--- config.mk ---
export PLATFORM = sky130hd
export DESIGN_NAME = ram_seq_ctrl_flat
export DESIGN_NICKNAME = d
export VERILOG_FILES = /design/src/rtl/ram_seq_ctrl_if.sv /design/src/rtl/ram_seq_ctrl.sv /design/src/flat_wrapper.sv
export SDC_FILE = /design/constraint.sdc
export NUM_CORES = 1
export LEC_CHECK = 0
export CAP_MARGIN = 20
export CORE_MARGIN = 3
export CORE_UTILIZATION = 35
export CTS_CLUSTER_SIZE = 10
export DETAILED_ROUTE_END_ITERATION = 10
export PLACE_DENSITY = 0.77
export SYNTH_ARGS = -nofsm -noshare
export SYNTH_HDL_FRONTEND = slang
export SYNTH_SLANG_ARGS = --single-unit
--- constraint.sdc ---
create_clock -name clk -period 2.8 [get_ports clk]
set_input_delay 0.56 -clock clk [delete_from_list [all_inputs] [get_ports clk]]
set_output_delay 0.56 -clock clk [all_outputs]
set_load 0.02 [all_outputs]
--- src/rtl/ram_seq_ctrl_if.sv ---
// Bundle of the loader, byte-dump and RAM-command signals around ram_seq_ctrl.
// The controller uses the slave view and its environment uses the master view.
interface ram_seq_ctrl_if;
    logic         ld_valid;
    logic [127:0] ld_data;
    logic         ld_ready;
    logic         dump_req;
    logic         out_valid;
    logic [7:0]   out_data;
    logic         out_last;
    logic         out_ready;
    logic         busy;
    logic [1:0]   ram_rw;
    logic [7:0]   ram_addr;
    logic [127:0] ram_wdata;
    logic [7:0]   ram_rdata;

    modport slave (
        input  ld_valid, ld_data, dump_req, out_ready, ram_rdata,
        output ld_ready, out_valid, out_data, out_last, busy, ram_rw, ram_addr, ram_wdata
    );

    modport master (
        output ld_valid, ld_data, dump_req, out_ready, ram_rdata,
        input  ld_ready, out_valid, out_data, out_last, busy, ram_rw, ram_addr, ram_wdata
    );
endinterface

--- src/rtl/ram_seq_ctrl.sv ---
// Sequencer that writes 128-bit blocks into a byte RAM and streams the first
// NBYTES bytes back out on request, arbitrating fairly between the two.
module ram_seq_ctrl #(
    parameter int NBYTES = 16
) (
    input  logic          clk,
    input  logic          rst_n,
    ram_seq_ctrl_if.slave bus
);

    typedef enum logic [1:0] {
        IDLE  = 2'd0,
        WRITE = 2'd1,
        RD    = 2'd2,
        WAIT  = 2'd3
    } state_t;

    localparam logic [3:0] LAST_IDX   = 4'(NBYTES - 1);
    localparam logic [1:0] RW_LOCK    = 2'd0;
    localparam logic [1:0] RW_READ    = 2'd1;
    localparam logic [1:0] RW_WRITE   = 2'd2;
    localparam logic       GRANT_LOAD = 1'b0;
    localparam logic       GRANT_DUMP = 1'b1;

    state_t       state_r;
    state_t       state_nx_s;
    logic [3:0]   idx_r;
    logic [3:0]   idx_nx_s;
    logic [127:0] wdata_r;
    logic         dump_pend_r;
    logic         dump_pend_nx_s;
    logic         last_grant_r;
    logic         last_grant_nx_s;
    logic         pend_any_s;
    logic         load_grant_s;
    logic         dump_grant_s;
    logic [1:0]   rw_r;
    logic [1:0]   rw_nx_s;
    logic [7:0]   addr_r;
    logic         out_valid_r;
    logic         out_last_r;
    logic         out_last_nx_s;
    logic         busy_r;

    // Arbitration between a waiting load and a pending dump; a same-cycle pulse counts as pending
    always_comb begin
        pend_any_s      = dump_pend_r | bus.dump_req;
        load_grant_s    = 1'b0;
        dump_grant_s    = 1'b0;
        last_grant_nx_s = last_grant_r;
        if (state_r == IDLE) begin
            if (bus.ld_valid && pend_any_s) begin
                if (last_grant_r == GRANT_DUMP) begin
                    load_grant_s = 1'b1;
                end else begin
                    dump_grant_s = 1'b1;
                end
                last_grant_nx_s = ~last_grant_r;
            end else if (bus.ld_valid) begin
                load_grant_s = 1'b1;
            end else if (pend_any_s) begin
                dump_grant_s = 1'b1;
            end else begin
                load_grant_s = 1'b0;
            end
        end else begin
            load_grant_s = 1'b0;
        end
        dump_pend_nx_s = pend_any_s & ~dump_grant_s;
    end

    // Next-state and byte index sequencing
    always_comb begin
        state_nx_s = state_r;
        idx_nx_s   = idx_r;
        case (state_r)
            IDLE: begin
                if (load_grant_s) begin
                    state_nx_s = WRITE;
                end else if (dump_grant_s) begin
                    state_nx_s = RD;
                    idx_nx_s   = 4'd0;
                end else begin
                    state_nx_s = IDLE;
                end
            end
            WRITE: state_nx_s = IDLE;
            RD:    state_nx_s = WAIT;
            WAIT: begin
                if (bus.out_ready) begin
                    if (idx_r == LAST_IDX) begin
                        state_nx_s = IDLE;
                    end else begin
                        idx_nx_s   = idx_r + 4'd1;
                        state_nx_s = RD;
                    end
                end else begin
                    state_nx_s = WAIT;
                end
            end
            default: state_nx_s = IDLE;
        endcase
    end

    // Output values for the coming cycle, decoded from the next state so they leave a register
    always_comb begin
        case (state_nx_s)
            WRITE:   rw_nx_s = RW_WRITE;
            RD:      rw_nx_s = RW_READ;
            default: rw_nx_s = RW_LOCK;
        endcase
        out_last_nx_s = (state_nx_s == WAIT) && (idx_nx_s == LAST_IDX);
    end

    // State, datapath and registered outputs
    always_ff @(posedge clk or negedge rst_n) begin
        if (!rst_n) begin
            state_r      <= IDLE;
            idx_r        <= 4'd0;
            wdata_r      <= 128'd0;
            dump_pend_r  <= 1'b0;
            last_grant_r <= GRANT_DUMP;
            rw_r         <= RW_LOCK;
            addr_r       <= 8'd0;
            out_valid_r  <= 1'b0;
            out_last_r   <= 1'b0;
            busy_r       <= 1'b0;
        end else begin
            state_r      <= state_nx_s;
            idx_r        <= idx_nx_s;
            dump_pend_r  <= dump_pend_nx_s;
            last_grant_r <= last_grant_nx_s;
            if (load_grant_s) begin
                wdata_r <= bus.ld_data;
            end
            rw_r         <= rw_nx_s;
            addr_r       <= {4'h0, idx_nx_s};
            out_valid_r  <= (state_nx_s == WAIT);
            out_last_r   <= out_last_nx_s;
            busy_r       <= (state_nx_s != IDLE);
        end
    end

    // RAM keeps rdata under Lock, so the WAIT byte is passed straight through
    assign bus.ld_ready  = rst_n & (state_r == IDLE) & ~dump_grant_s;
    assign bus.out_valid = out_valid_r;
    assign bus.out_data  = out_valid_r ? bus.ram_rdata : 8'h00;
    assign bus.out_last  = out_last_r;
    assign bus.busy      = busy_r;
    assign bus.ram_rw    = rw_r;
    assign bus.ram_addr  = addr_r;
    assign bus.ram_wdata = wdata_r;

endmodule

--- src/flat_wrapper.sv ---
// flat-port wrapper written by rule: the top's interface ports become plain ports
module ram_seq_ctrl_flat 
#(
    parameter int NBYTES = 16
)
  (clk, rst_n, bus_ld_valid, bus_ld_data, bus_dump_req, bus_out_ready, bus_ram_rdata, bus_ld_ready, bus_out_valid, bus_out_data, bus_out_last, bus_busy, bus_ram_rw, bus_ram_addr, bus_ram_wdata);
  ram_seq_ctrl_if bus_i ();
  input  logic clk;
  input  logic rst_n;
  input wire logic [$bits(bus_i.ld_valid)-1:0] bus_ld_valid;
  input wire logic [$bits(bus_i.ld_data)-1:0] bus_ld_data;
  input wire logic [$bits(bus_i.dump_req)-1:0] bus_dump_req;
  input wire logic [$bits(bus_i.out_ready)-1:0] bus_out_ready;
  input wire logic [$bits(bus_i.ram_rdata)-1:0] bus_ram_rdata;
  output wire logic [$bits(bus_i.ld_ready)-1:0] bus_ld_ready;
  output wire logic [$bits(bus_i.out_valid)-1:0] bus_out_valid;
  output wire logic [$bits(bus_i.out_data)-1:0] bus_out_data;
  output wire logic [$bits(bus_i.out_last)-1:0] bus_out_last;
  output wire logic [$bits(bus_i.busy)-1:0] bus_busy;
  output wire logic [$bits(bus_i.ram_rw)-1:0] bus_ram_rw;
  output wire logic [$bits(bus_i.ram_addr)-1:0] bus_ram_addr;
  output wire logic [$bits(bus_i.ram_wdata)-1:0] bus_ram_wdata;
  assign bus_i.ld_valid = bus_ld_valid;
  assign bus_i.ld_data = bus_ld_data;
  assign bus_i.dump_req = bus_dump_req;
  assign bus_i.out_ready = bus_out_ready;
  assign bus_i.ram_rdata = bus_ram_rdata;
  assign bus_ld_ready = bus_i.ld_ready;
  assign bus_out_valid = bus_i.out_valid;
  assign bus_out_data = bus_i.out_data;
  assign bus_out_last = bus_i.out_last;
  assign bus_busy = bus_i.busy;
  assign bus_ram_rw = bus_i.ram_rw;
  assign bus_ram_addr = bus_i.ram_addr;
  assign bus_ram_wdata = bus_i.ram_wdata;
  ram_seq_ctrl #(.NBYTES(NBYTES)) u_core (.clk(clk), .rst_n(rst_n), .bus(bus_i));
endmodule
==> run metrics <==
crit path launch type register; Detailed Place HPWL 11400 µm; WL/cell around 18 µm; CORE AREA 16700 µm²; hold bufs inserted after CTS 0; vias approximately 4000; top cell type's share of synthesized area 0.582; count of final hold-check violations 0; Ant. Diodes 0; Clock Root Buffer clkbuf_16; top cells by area, synth dfrtp_1 (58%), mux2_4 (25%), mux2_2 (5.4%); peak supply drop between 0.6 and 0.7 mV; Port Buffers ~290; post-CTS sizing 0; Synth async-reset ratio 1.00; die width ~140 µm; final net count 792; Max clock buf depth 2; Crit path arrival time ~2.1 ns; Mapped Area 6020 µm²; Final Slew Violations 0; Yosys top cell by area dfrtp_1; Post-CTS Setup Inserts 0; setup slack after layout ~0.16 ns; GRT Total Usage 0.166; leakage a little over 0.004 µW; register bit total from synthesis 141; initial antenna violation count 0; Cells after Synth 348; worst setup path startpoint u_core.state_r[0]; routability-driven placement congestion ratio about 0.77; Worst R2R Start u_core.state_r[0]; Critical Path RT roughly 2.2 ns; Site Rows 47; Max-cap violations 0; antenna-violating nets left 0; Via density about 4.6; largest net degree at the start of global routing about 140; setup TNS 0 ns; crit path time final ~2.6 ns; prevailing post-synth register cell dfrtp_1; Clock Skew 0.0103 ns; Setup CP Type reg2out; Max Freq roughly 380 MHz; global-route wire length before repair between 20000 and 25000 µm; dpl cells about 850; clock transition at the registers of the reported paths 0.06 ns; Min-Delay Path Class in2async; Initial Util 0.361; most frequent cells after synthesis dfrtp_1 (140), mux2_4 (99), mux2_2 (29); drt initial violations 100; status finished clean; vias in the first global route ~4500; Crit Path Max Fanout 5; share of layout cells above drive strength 1 0.268; die height 137 µm; hold_ws approximately 0.25 ns; synthesis-to-finish area growth 59.6%; CTS H-tree lvls 4; DR pass1 iterations 4; Mean Syn Cell Area approximately 17 µm²; Slew HR 0.493; slew at the pin closest to its max-slew limit between 0.7 and 0.8 ns; DRC Markers 0; pre-CTS WS roughly 0.18 ns; Routed WL around 16000 µm; Seq/Total Area, Yosys 0.586; I/O Pins slightly below 300; die area about 19000 µm²; Non-Filler Instances a little under 900; TritonCTS buffer count 17; CP Capture Type output pin; EDFF count, synth 0; PD cells around 1200 nW/µm²; RSZ-0062 raised after global routing no; final-layout fill cell count 1327; clk sink count between 100 and 150; top-count cell post-synth dfrtp_1; Reg2Reg Setup Slack slightly above 0.8 ns; Tcrit/Tclk final 0.943; CTS tree done; Final setup viols 0; global route total overflow 0; Synth Warn # 0; Synth cell types 33; clock latency on the worst-skew pair 0.41 ns
-- flip-flops by register name, indices dropped and copies added (netlist names) --
name                  cells
u_core.bus.busy           1
u_core.bus.out_last       1
u_core.bus.out_valid      1
u_core.bus.ram_addr       4
u_core.bus.ram_rw         2
u_core.bus.ram_wdata    128
u_core.dump_pend_r        1
u_core.last_grant_r       1
u_core.state_r            2
-- cell usage in the layout, fill, tap and decap left out, types with 5 or more instances in the layout --
master           count
clkdlybuf4s50_1    285
dfrtp_1            140
mux2_4              99
mux2_2              29
clkbuf_16           17
and2_1              10
inv_1                6
nand2_1              6
a21oi_1              5
buf_12               5
-- worst paths after layout --
check / endpoint / cells after the start
setup / recovery: bus_ld_ready / 6
hold / removal: u_core.bus.ram_wdata[95] / 2
setup reg to reg: u_core.bus.ram_wdata[112] / 6
hold reg to reg: u_core.bus.ram_wdata[95] / 1
max in group asynchronous: u_core.bus.ram_wdata[33] / 2
min in group clk: u_core.bus.ram_wdata[95] / 1
-- power by group --
part / internal, µW / total, µW / switching, µW
Combinational: 3350 / 5860 / 2510
Clock: 1330 / 2230 / 905
Sequential: 3060 / 3660 / 598
-- metal layers --
layer  vias to the layer above  share of wire  track usage
met5                         -              0            0
met1                      2027           0.37        0.191
met3                        17          0.081       0.0614
met4                         0          0.016       0.0504
li1                       1800              -            -
met2                       172           0.53        0.288
-- per-stage QoR --
step / instance area [µm²] / utilization / total power (µW)
floorplan: 6030 / - / 6930
global placement: 9030 / 0.541 / 9450
detailed placement: 9030 / 0.541 / 9590
CTS: 9620 / 0.576 / 11900
global route: 9620 / 0.576 / 12400
finish: 9620 / 0.576 / 11800
-- final cells by class --
class | count | area, µm² | share of cell area
timing repair buffer | 295 | 2990 | 0.311
sequential | 141 | 3530 | 0.367
clock buffer | 17 | 425 | 0.0442
multi-input combinational | 186 | 2210 | 0.229
inverter | 6 | 22.5 | 0.00234
tap | 220 | 275 | 0.0286
clock inverter | 15 | 163 | 0.0169
-- worst max-delay path, stage by stage (launching register included) --
cell and delay, ns:
dfrtp_1 0.38, inv_1 0.08, ha_1 0.24, inv_1 0.09, nor2_1 0.15, and2_1 0.14, clkdlybuf4s50_1 0.60
-- cells by family after synthesis --
logic type               share of synthesized area
AND/OR/NAND/NOR                             0.0305
XOR/XNOR                                   0.00145
AO/OA/AOI/OAI                               0.0224
other                                     0.000623
flip-flops                                   0.586
adder cells (fa/ha/maj)                    0.00831
multiplexers                                 0.301
buffers and inverters                       0.0496
Note: power is estimated with default switching activity, not from simulation.
